--- src/rtl/vga_scan_out_pkg.sv ---
// Shared VGA constants: colour bit order, TinyVGA PMOD bit positions and default 640x480@60 timing.
package vga_scan_out_pkg;

  // Colour word from the flag modules: {R1,R0,G1,G0,B1,B0}
  localparam int C_R1 = 5;
  localparam int C_R0 = 4;
  localparam int C_G1 = 3;
  localparam int C_G0 = 2;
  localparam int C_B1 = 1;
  localparam int C_B0 = 0;

  // PMOD byte: {hsync,B0,G0,R0,vsync,B1,G1,R1}
  localparam int P_HSYNC = 7;
  localparam int P_B0    = 6;
  localparam int P_G0    = 5;
  localparam int P_R0    = 4;
  localparam int P_VSYNC = 3;
  localparam int P_B1    = 2;
  localparam int P_G1    = 1;
  localparam int P_R1    = 0;

  localparam int H_DISPLAY_DEF = 640;
  localparam int H_FRONT_DEF   = 16;
  localparam int H_SYNC_DEF    = 96;
  localparam int H_BACK_DEF    = 48;
  localparam int V_DISPLAY_DEF = 480;
  localparam int V_FRONT_DEF   = 10;
  localparam int V_SYNC_DEF    = 2;
  localparam int V_BACK_DEF    = 33;

  typedef struct packed {
    logic hsync;       // active low
    logic vsync;       // active low
    logic display_on;
  } sync_t;

  function automatic logic [7:0] pmod_pack(input logic [5:0] rgb, input logic hs, input logic vs);
    logic [7:0] b;
    b          = '0;
    b[P_HSYNC] = hs;
    b[P_VSYNC] = vs;
    b[P_R1]    = rgb[C_R1];
    b[P_R0]    = rgb[C_R0];
    b[P_G1]    = rgb[C_G1];
    b[P_G0]    = rgb[C_G0];
    b[P_B1]    = rgb[C_B1];
    b[P_B0]    = rgb[C_B0];
    return b;
  endfunction

endpackage

--- src/rtl/vga_scan_out_sync_counter.sv ---
// h/v scan counters with wrap logic plus display-area and sync-pulse decodes.
module vga_sync_counter
  import vga_scan_out_pkg::*;
#(
  parameter int H_DISPLAY = H_DISPLAY_DEF,
  parameter int H_FRONT   = H_FRONT_DEF,
  parameter int H_SYNC    = H_SYNC_DEF,
  parameter int H_BACK    = H_BACK_DEF,
  parameter int V_DISPLAY = V_DISPLAY_DEF,
  parameter int V_FRONT   = V_FRONT_DEF,
  parameter int V_SYNC    = V_SYNC_DEF,
  parameter int V_BACK    = V_BACK_DEF
) (
  input  logic       clk,
  input  logic       reset,
  output logic [9:0] h,
  output logic [9:0] v,
  output logic       frame_wrap,
  output sync_t      sync
);

  localparam logic [9:0] H_LAST   = 10'(H_DISPLAY + H_FRONT + H_SYNC + H_BACK - 1);
  localparam logic [9:0] V_LAST   = 10'(V_DISPLAY + V_FRONT + V_SYNC + V_BACK - 1);
  localparam logic [9:0] H_VIS    = 10'(H_DISPLAY);
  localparam logic [9:0] V_VIS    = 10'(V_DISPLAY);
  localparam logic [9:0] HS_START = 10'(H_DISPLAY + H_FRONT);
  localparam logic [9:0] HS_END   = 10'(H_DISPLAY + H_FRONT + H_SYNC - 1);
  localparam logic [9:0] VS_START = 10'(V_DISPLAY + V_FRONT);
  localparam logic [9:0] VS_END   = 10'(V_DISPLAY + V_FRONT + V_SYNC - 1);

  logic line_wrap;

  assign line_wrap  = (h == H_LAST);
  assign frame_wrap = line_wrap && (v == V_LAST);

  always_ff @(posedge clk or posedge reset) begin
    if (reset) begin
      h <= '0;
      v <= '0;
    end else if (line_wrap) begin
      h <= '0;
      v <= frame_wrap ? 10'd0 : v + 10'd1;
    end else begin
      h <= h + 10'd1;
    end
  end

  always_comb begin
    sync.display_on = (h < H_VIS) && (v < V_VIS);
    sync.hsync      = ~((h >= HS_START) && (h <= HS_END));
    sync.vsync      = ~((v >= VS_START) && (v <= VS_END));
  end

endmodule

--- src/rtl/vga_scan_out.sv ---
// 640x480 scan-out: coordinates to the flag modules, registered colour+sync onto the PMOD byte.
module vga_scan_out
  import vga_scan_out_pkg::*;
#(
  parameter int H_DISPLAY = H_DISPLAY_DEF,
  parameter int H_FRONT   = H_FRONT_DEF,
  parameter int H_SYNC    = H_SYNC_DEF,
  parameter int H_BACK    = H_BACK_DEF,
  parameter int V_DISPLAY = V_DISPLAY_DEF,
  parameter int V_FRONT   = V_FRONT_DEF,
  parameter int V_SYNC    = V_SYNC_DEF,
  parameter int V_BACK    = V_BACK_DEF
) (
  input  logic       clk,
  input  logic       reset,
  input  logic [5:0] color,
  output logic [9:0] pix_x,
  output logic [9:0] pix_y,
  output logic       display_on,
  output logic [7:0] frame,
  output logic       frame_start,
  output logic [7:0] vga_out
);

  sync_t sync;
  logic  frame_wrap;

  vga_sync_counter #(
    .H_DISPLAY(H_DISPLAY), .H_FRONT(H_FRONT), .H_SYNC(H_SYNC), .H_BACK(H_BACK),
    .V_DISPLAY(V_DISPLAY), .V_FRONT(V_FRONT), .V_SYNC(V_SYNC), .V_BACK(V_BACK)
  ) u_cnt (
    .clk        (clk),
    .reset      (reset),
    .h          (pix_x),
    .v          (pix_y),
    .frame_wrap (frame_wrap),
    .sync       (sync)
  );

  assign display_on  = sync.display_on;
  assign frame_start = (pix_x == 10'd0) && (pix_y == 10'd0);

  always_ff @(posedge clk or posedge reset) begin
    if (reset)           frame <= '0;
    else if (frame_wrap) frame <= frame + 8'd1;
  end

  // Colour and syncs share one register so their alignment on the pins is exact.
  always_ff @(posedge clk or posedge reset) begin
    if (reset) vga_out <= pmod_pack(6'd0, 1'b1, 1'b1);
    else       vga_out <= pmod_pack(sync.display_on ? color : 6'd0, sync.hsync, sync.vsync);
  end

endmodule

--- config.mk ---
export PLATFORM = sky130hd
export DESIGN_NAME = vga_scan_out
export DESIGN_NICKNAME = d
export VERILOG_FILES = /design/src/rtl/vga_scan_out_pkg.sv /design/src/rtl/vga_scan_out_sync_counter.sv /design/src/rtl/vga_scan_out.sv
export SDC_FILE = /design/constraint.sdc
export NUM_CORES = 1
export LEC_CHECK = 0
export CAP_MARGIN = 20
export CELL_PAD_IN_SITES_DETAIL_PLACEMENT = 0
export CELL_PAD_IN_SITES_GLOBAL_PLACEMENT = 2
export CORE_MARGIN = 10
export CORE_UTILIZATION = 25
export DETAILED_ROUTE_END_ITERATION = 10
export PLACE_DENSITY_LB_ADDON = 0.1
export SLEW_MARGIN = 30
export SYNTH_ARGS = -nofsm -noshare
export SYNTH_HDL_FRONTEND = slang
export SYNTH_SLANG_ARGS = --single-unit
--- constraint.sdc ---
create_clock -name clk -period 2.5 [get_ports clk]
set_input_delay 0.25 -clock clk [delete_from_list [all_inputs] [get_ports clk]]
set_output_delay 0.25 -clock clk [all_outputs]
set_load 0.005 [all_outputs]
After elaboration in Yosys (flattened, before gate mapping)
Index checks and enable logic that the tools add are counted.
- logic and storage cells: 27
- bits in latches: 0
- register bits after elaboration: 36
- output and inout bits: 38
- RAM bits: 0
- bits in read-only memories: 0
- memories: 0
- add/subtract/negate cells: 3
- divide/modulo/power cells: 0
- order comparisons: 6
- bitwise operators: 2
- multiply operators: 0
- shift-type cells: 0
- equal/unequal tests: 2
- multiplexer cells: 3
- reduce and logical (&&, ||, !) cells: 7
- operators with widths (operator ; count):
    $add A10 B1 Y10 const B ; 2
    $eq A10 B10 Y1 const B ; 2
    $logic_not A10 Y1 ; 2
    $mux W10 ; 2
    $ge A10 B10 Y1 const B ; 1
    $ge A10 B9 Y1 const B ; 1
    $le A10 B10 Y1 const B ; 1
    $le A10 B9 Y1 const B ; 1
    $lt A10 B10 Y1 const B ; 1
    $lt A10 B9 Y1 const B ; 1
    $add A8 B1 Y8 const B ; 1
    $mux W6 ; 1
    $logic_and A1 B1 Y1 ; 5
    $not A1 Y1 ; 2

Logic depth before layout (Yosys ltp)
- depth in word-level cells: 3
- depth in mapped cells: 7
- gate-level depth less buffers: 6

By module
A second synthesis with hierarchy kept.
- cells, all modules: 158
- area, all modules: 1671.6 sq um
- by module, submodules not included (module ; area an instance (sq um) ; cells an instance ; times used ; seq. area each (sq um)):
    vga_sync_counter ; 1041.0 ; 108 ; 1 ; 500.5
    vga_scan_out ; 630.6 ; 50 ; 1 ; 402.9

Least setup slack after synthesis
No wires, ideal clock.
- path type: reg2reg
- start: register u_cnt.h[0]
- end: register frame[1]
- arrival: 1.574 ns
- clock period less this slack: 1.701 ns
- stages on the path, launching flop included: 7
- setup slack: 0.799 ns
- setup time: 0.127 ns
- cell sequence: dfrtp_1 > ha_1 > and4_1 > and4_1 > buf_2 > nand2_1 > mux2_1
- cells in the longest elaborated chain, start to end: 2
- ends and longest elaborated chain (element ; line ; RTL):
    start: declaration ; vga_scan_out_sync_counter.sv:16 ; output logic [9:0] h,
    start signal: assignment ; vga_scan_out_sync_counter.sv:44 ; h <= h + 10'd1;
    $eq A10 B10 Y1 ; vga_scan_out_sync_counter.sv:33 ; assign line_wrap = (h == H_LAST);
    $logic_and A1 B1 Y1 ; vga_scan_out_sync_counter.sv:34 ; assign frame_wrap = line_wrap && (v == V_LAST);
    end signal: assignment ; vga_scan_out.sv:45 ; else if (frame_wrap) frame <= frame + 8'd1;
    end: declaration ; vga_scan_out.sv:20 ; output logic [7:0] frame,
Every way passes these cells.
A chain may end at the register's enable or synchronous reset.

Worst setup path after layout
- start: register u_cnt.h[8]
- end: output display_on
- cells in the longest elaborated chain, start to end: 2
- ends and longest elaborated chain (element ; line ; RTL):
    $lt A10 B10 Y1 ; vga_scan_out_sync_counter.sv:49 ; sync.display_on = (h < H_VIS) && (v < V_VIS);
    $logic_and A1 B1 Y1 ; vga_scan_out_sync_counter.sv:49 ;
    end: declaration ; vga_scan_out.sv:19 ; output logic display_on,
Every way passes these cells.

==> impl_metrics.ini <==
[pwr]
p_seq_share_pct = 54.6
swShare_pct = 20.75
power_density_nw_per_um2 = 439.4
clockPowerShare_pct = 41.9
p_leak_nw = 1.049
p_sw_uw = 223.5
vdd_drop_max_uv = 220.8
internal_power_uw = 853.6
pwr-share-comb_pct = 3.4

[finish]
drive_above_1_share_pct = 10.60
antenna_cells = 0
area_delta_synth_final_pct = 39.33
layout.nets = 231
fill_cells = 712
multiInputGateArea_um2 = 808.3
seq_area_um2 = 905.9

[setup_path]
setup.worst_path.start_class = register
rrSetupSlack_ps = 590
path_class = reg -> out
end_kind = primary output
required_ps = 2250
critPathLaunch = u_cnt.h[8]
r2r_end = u_cnt.v[5]
rr_worst_depth = 6
r2r_start = u_cnt.h[0]
worstPathArrival_ps = 1930
critical_path.max_fanout = 10
crit_path_end = display_on

[synthesis]
synth-main-ff-cell = dfrtp_1
synth-edff-count = 0
syn_inst = 165
synth-seq-area-share_pct = 51.35
synthArstFlopShare_pct = 100.0
synth_top_cells_by_count = dfrtp_1 (34), nand3_1 (11), nand4_1 (11)
syn_avg_cell_area_um2 = 10.66
synth_cell_types = 34
synth_warnings = 0
synth_top_area_share_pct = 48.36
ys_ff_latch = 36
synth_top_area_cell = dfrtp_1
yosysMostFrequentCell = dfrtp_1
synth_area_leaders = dfrtp_1 (48%), xor2_1 (4.5%), ha_1 (4.3%)
syn_area_um2 = 1759
synth_nets = 179

[route]
vias_per_cell = 4.575
dr.max_layer_used = met4
ant_nets = 0
routedWlPerCell_um = 15.31
dr.first_iter.drc_count = 45
routed-via-count = 1432
drc = 0
drtPass1Iterations = 4
wl_met2_um = 2335
wl_met3_um = 232
wl_met1_um = 2168
drt-total-wl_um = 4792

[timing]
setup_slack_ps = 315.3
fin_skew_ps = 7.464
tns_ps = 0
relSlewSlack_pct = 68.99
rsz0062_at_grt = false
post-route-period-util_pct = 87.39
hold_viol_final = 0
setup_viol = 0
max_clock_freq_mhz = 457.7
worst_slew_pin_slew_ps = 465.2
maxSlewViolCount = 0
min_period_ps = 2185

[place]
place_congestion = 0.7888
dp_hpwl_um = 3582
place_worst_setup_slack_ps = 267.6
io_buffers = 45

[status]
status = complete, no violations

[floorplanning]
floorplan.die_area_um2 = 10790
core-area_um2 = 6832
start_util_pct = 25.75
dieWidth_um = 103.9
io_pins = 46
die_h_um = 103.9
num_rows = 30

[global_routing]
grt_use_total_pct = 8.814
grt_pass1_vias = 1454
grt_pass1_wl_um = 7838
grt_max_degree = 37
antenna_found_initial = 0
grt_remaining_overflow = 0

[cts]
cts.path.max_buffers = 2
cts.htree.levels = 2
cts_sinks = 36
clk_pin_slew_worst_paths_ps = 70
cts_tree = built
clockRootBuffer = clkbuf_8
hold_buffers = 0
numCtsBuffers = 5
clock_latency_ps = 290

[hold_path]
holdCritPathClass = in -> async

[run]
maxCapViolCount = 0
-- placed cells by master, fill, tap and decap left out, types with 2 or more instances in the layout --
master / count
or3_1: 3
buf_4: 5
dfrtp_2: 2
nand4_1: 11
clkbuf_8: 7
and2_1: 7
a31oi_1: 2
o21ai_0: 10
xor2_1: 9
nor2_1: 9
clkdlybuf4s50_1: 44
ha_1: 6
nor3_1: 6
dfrtp_1: 32
a21oi_1: 3
and3_1: 5
xnor2_1: 8
and4_1: 3
nand3_1: 11
nand2_1: 7
nor4_2: 3
dfstp_2: 2
inv_1: 8
-- sequential cells by signal (all words and copies together), names as in the netlist --
signal and cells:
u_cnt.h 10, vga_out 8, u_cnt.v 10, frame 8
-- cell families after synthesis --
logic type	Yosys count	synth area share, %
AOI/OAI and AO/OA	17	5.334
xor gates and xnor gates	17	8.464
adders and majority gates	6	4.267
buffers and inverters	13	3.200
DFF	36	51.35
muxes	2	1.209
and+or+nand+nor	74	26.18
-- per-layer routing --
layer  vias up  track usage, %
met5         -               0
met4         0           2.684
met3         6           3.098
met2        27           14.91
met1       714           10.18
li1        685               -
-- cell type report --
cell class,count,area share [%]
clock buffers,7,3.931
inverters,8,1.225
multi-input cells,116,32.98
flip-flops and latches,36,36.96
well taps,96,4.900
repair buffers,50,20.01
-- power by group through the flow --
| stage | sequential [mW] | clock [mW] | combinational (mW) |
|---|---|---|---|
| global route | 0.589 | 0.495 | 0.0416 |
| global placement | 0.599 | 0 | 0.0387 |
| CTS | 0.588 | 0.471 | 0.0393 |
| finish | 0.588 | 0.452 | 0.0371 |
| detailed placement | 0.599 | 0 | 0.0393 |
| floorplan | 0.600 | 0 | 0.0116 |
-- critical path, cell delays in order (launching register included) --
cell             delay (ps)
dfrtp_1                 470
o21ai_0                 190
nand2_1                  80
nor2_1                  310
clkdlybuf4s50_1         590
-- stage by stage --
stage               util [%]  hold slack (ps)  instance area, um^2  power, mW  std cells
floorplan                  -            378.6                 1759     0.6119        165
global route           35.88            423.9                 2451      1.125        313
CTS                    35.73            398.2                 2441      1.098        313
global placement       34.16            458.2                 2333     0.6381        305
detailed placement     34.16            465.5                 2333     0.6388        305
finish                 35.88            373.5                 2451      1.077        313
-- worst min path at each step --
stage                             to  slack [ps]  depth (start not counted)
after floorplan           vga_out[0]         380                          1
after global placement      frame[7]         460                          1
after detailed placement    frame[7]         470                          1
after CTS                 u_cnt.v[0]         400                          3
after global routing      u_cnt.v[0]         420                          3
final                     u_cnt.v[0]         370                          3
-- timing repair --
| item | CTS | global route |
|---|---|---|
| buffers inserted | 1 | 0 |
| endpoints found under the setup margin | 1 | 1 |
| resized for setup | 2 | 3 |
(Power assumes the default switching activity.)
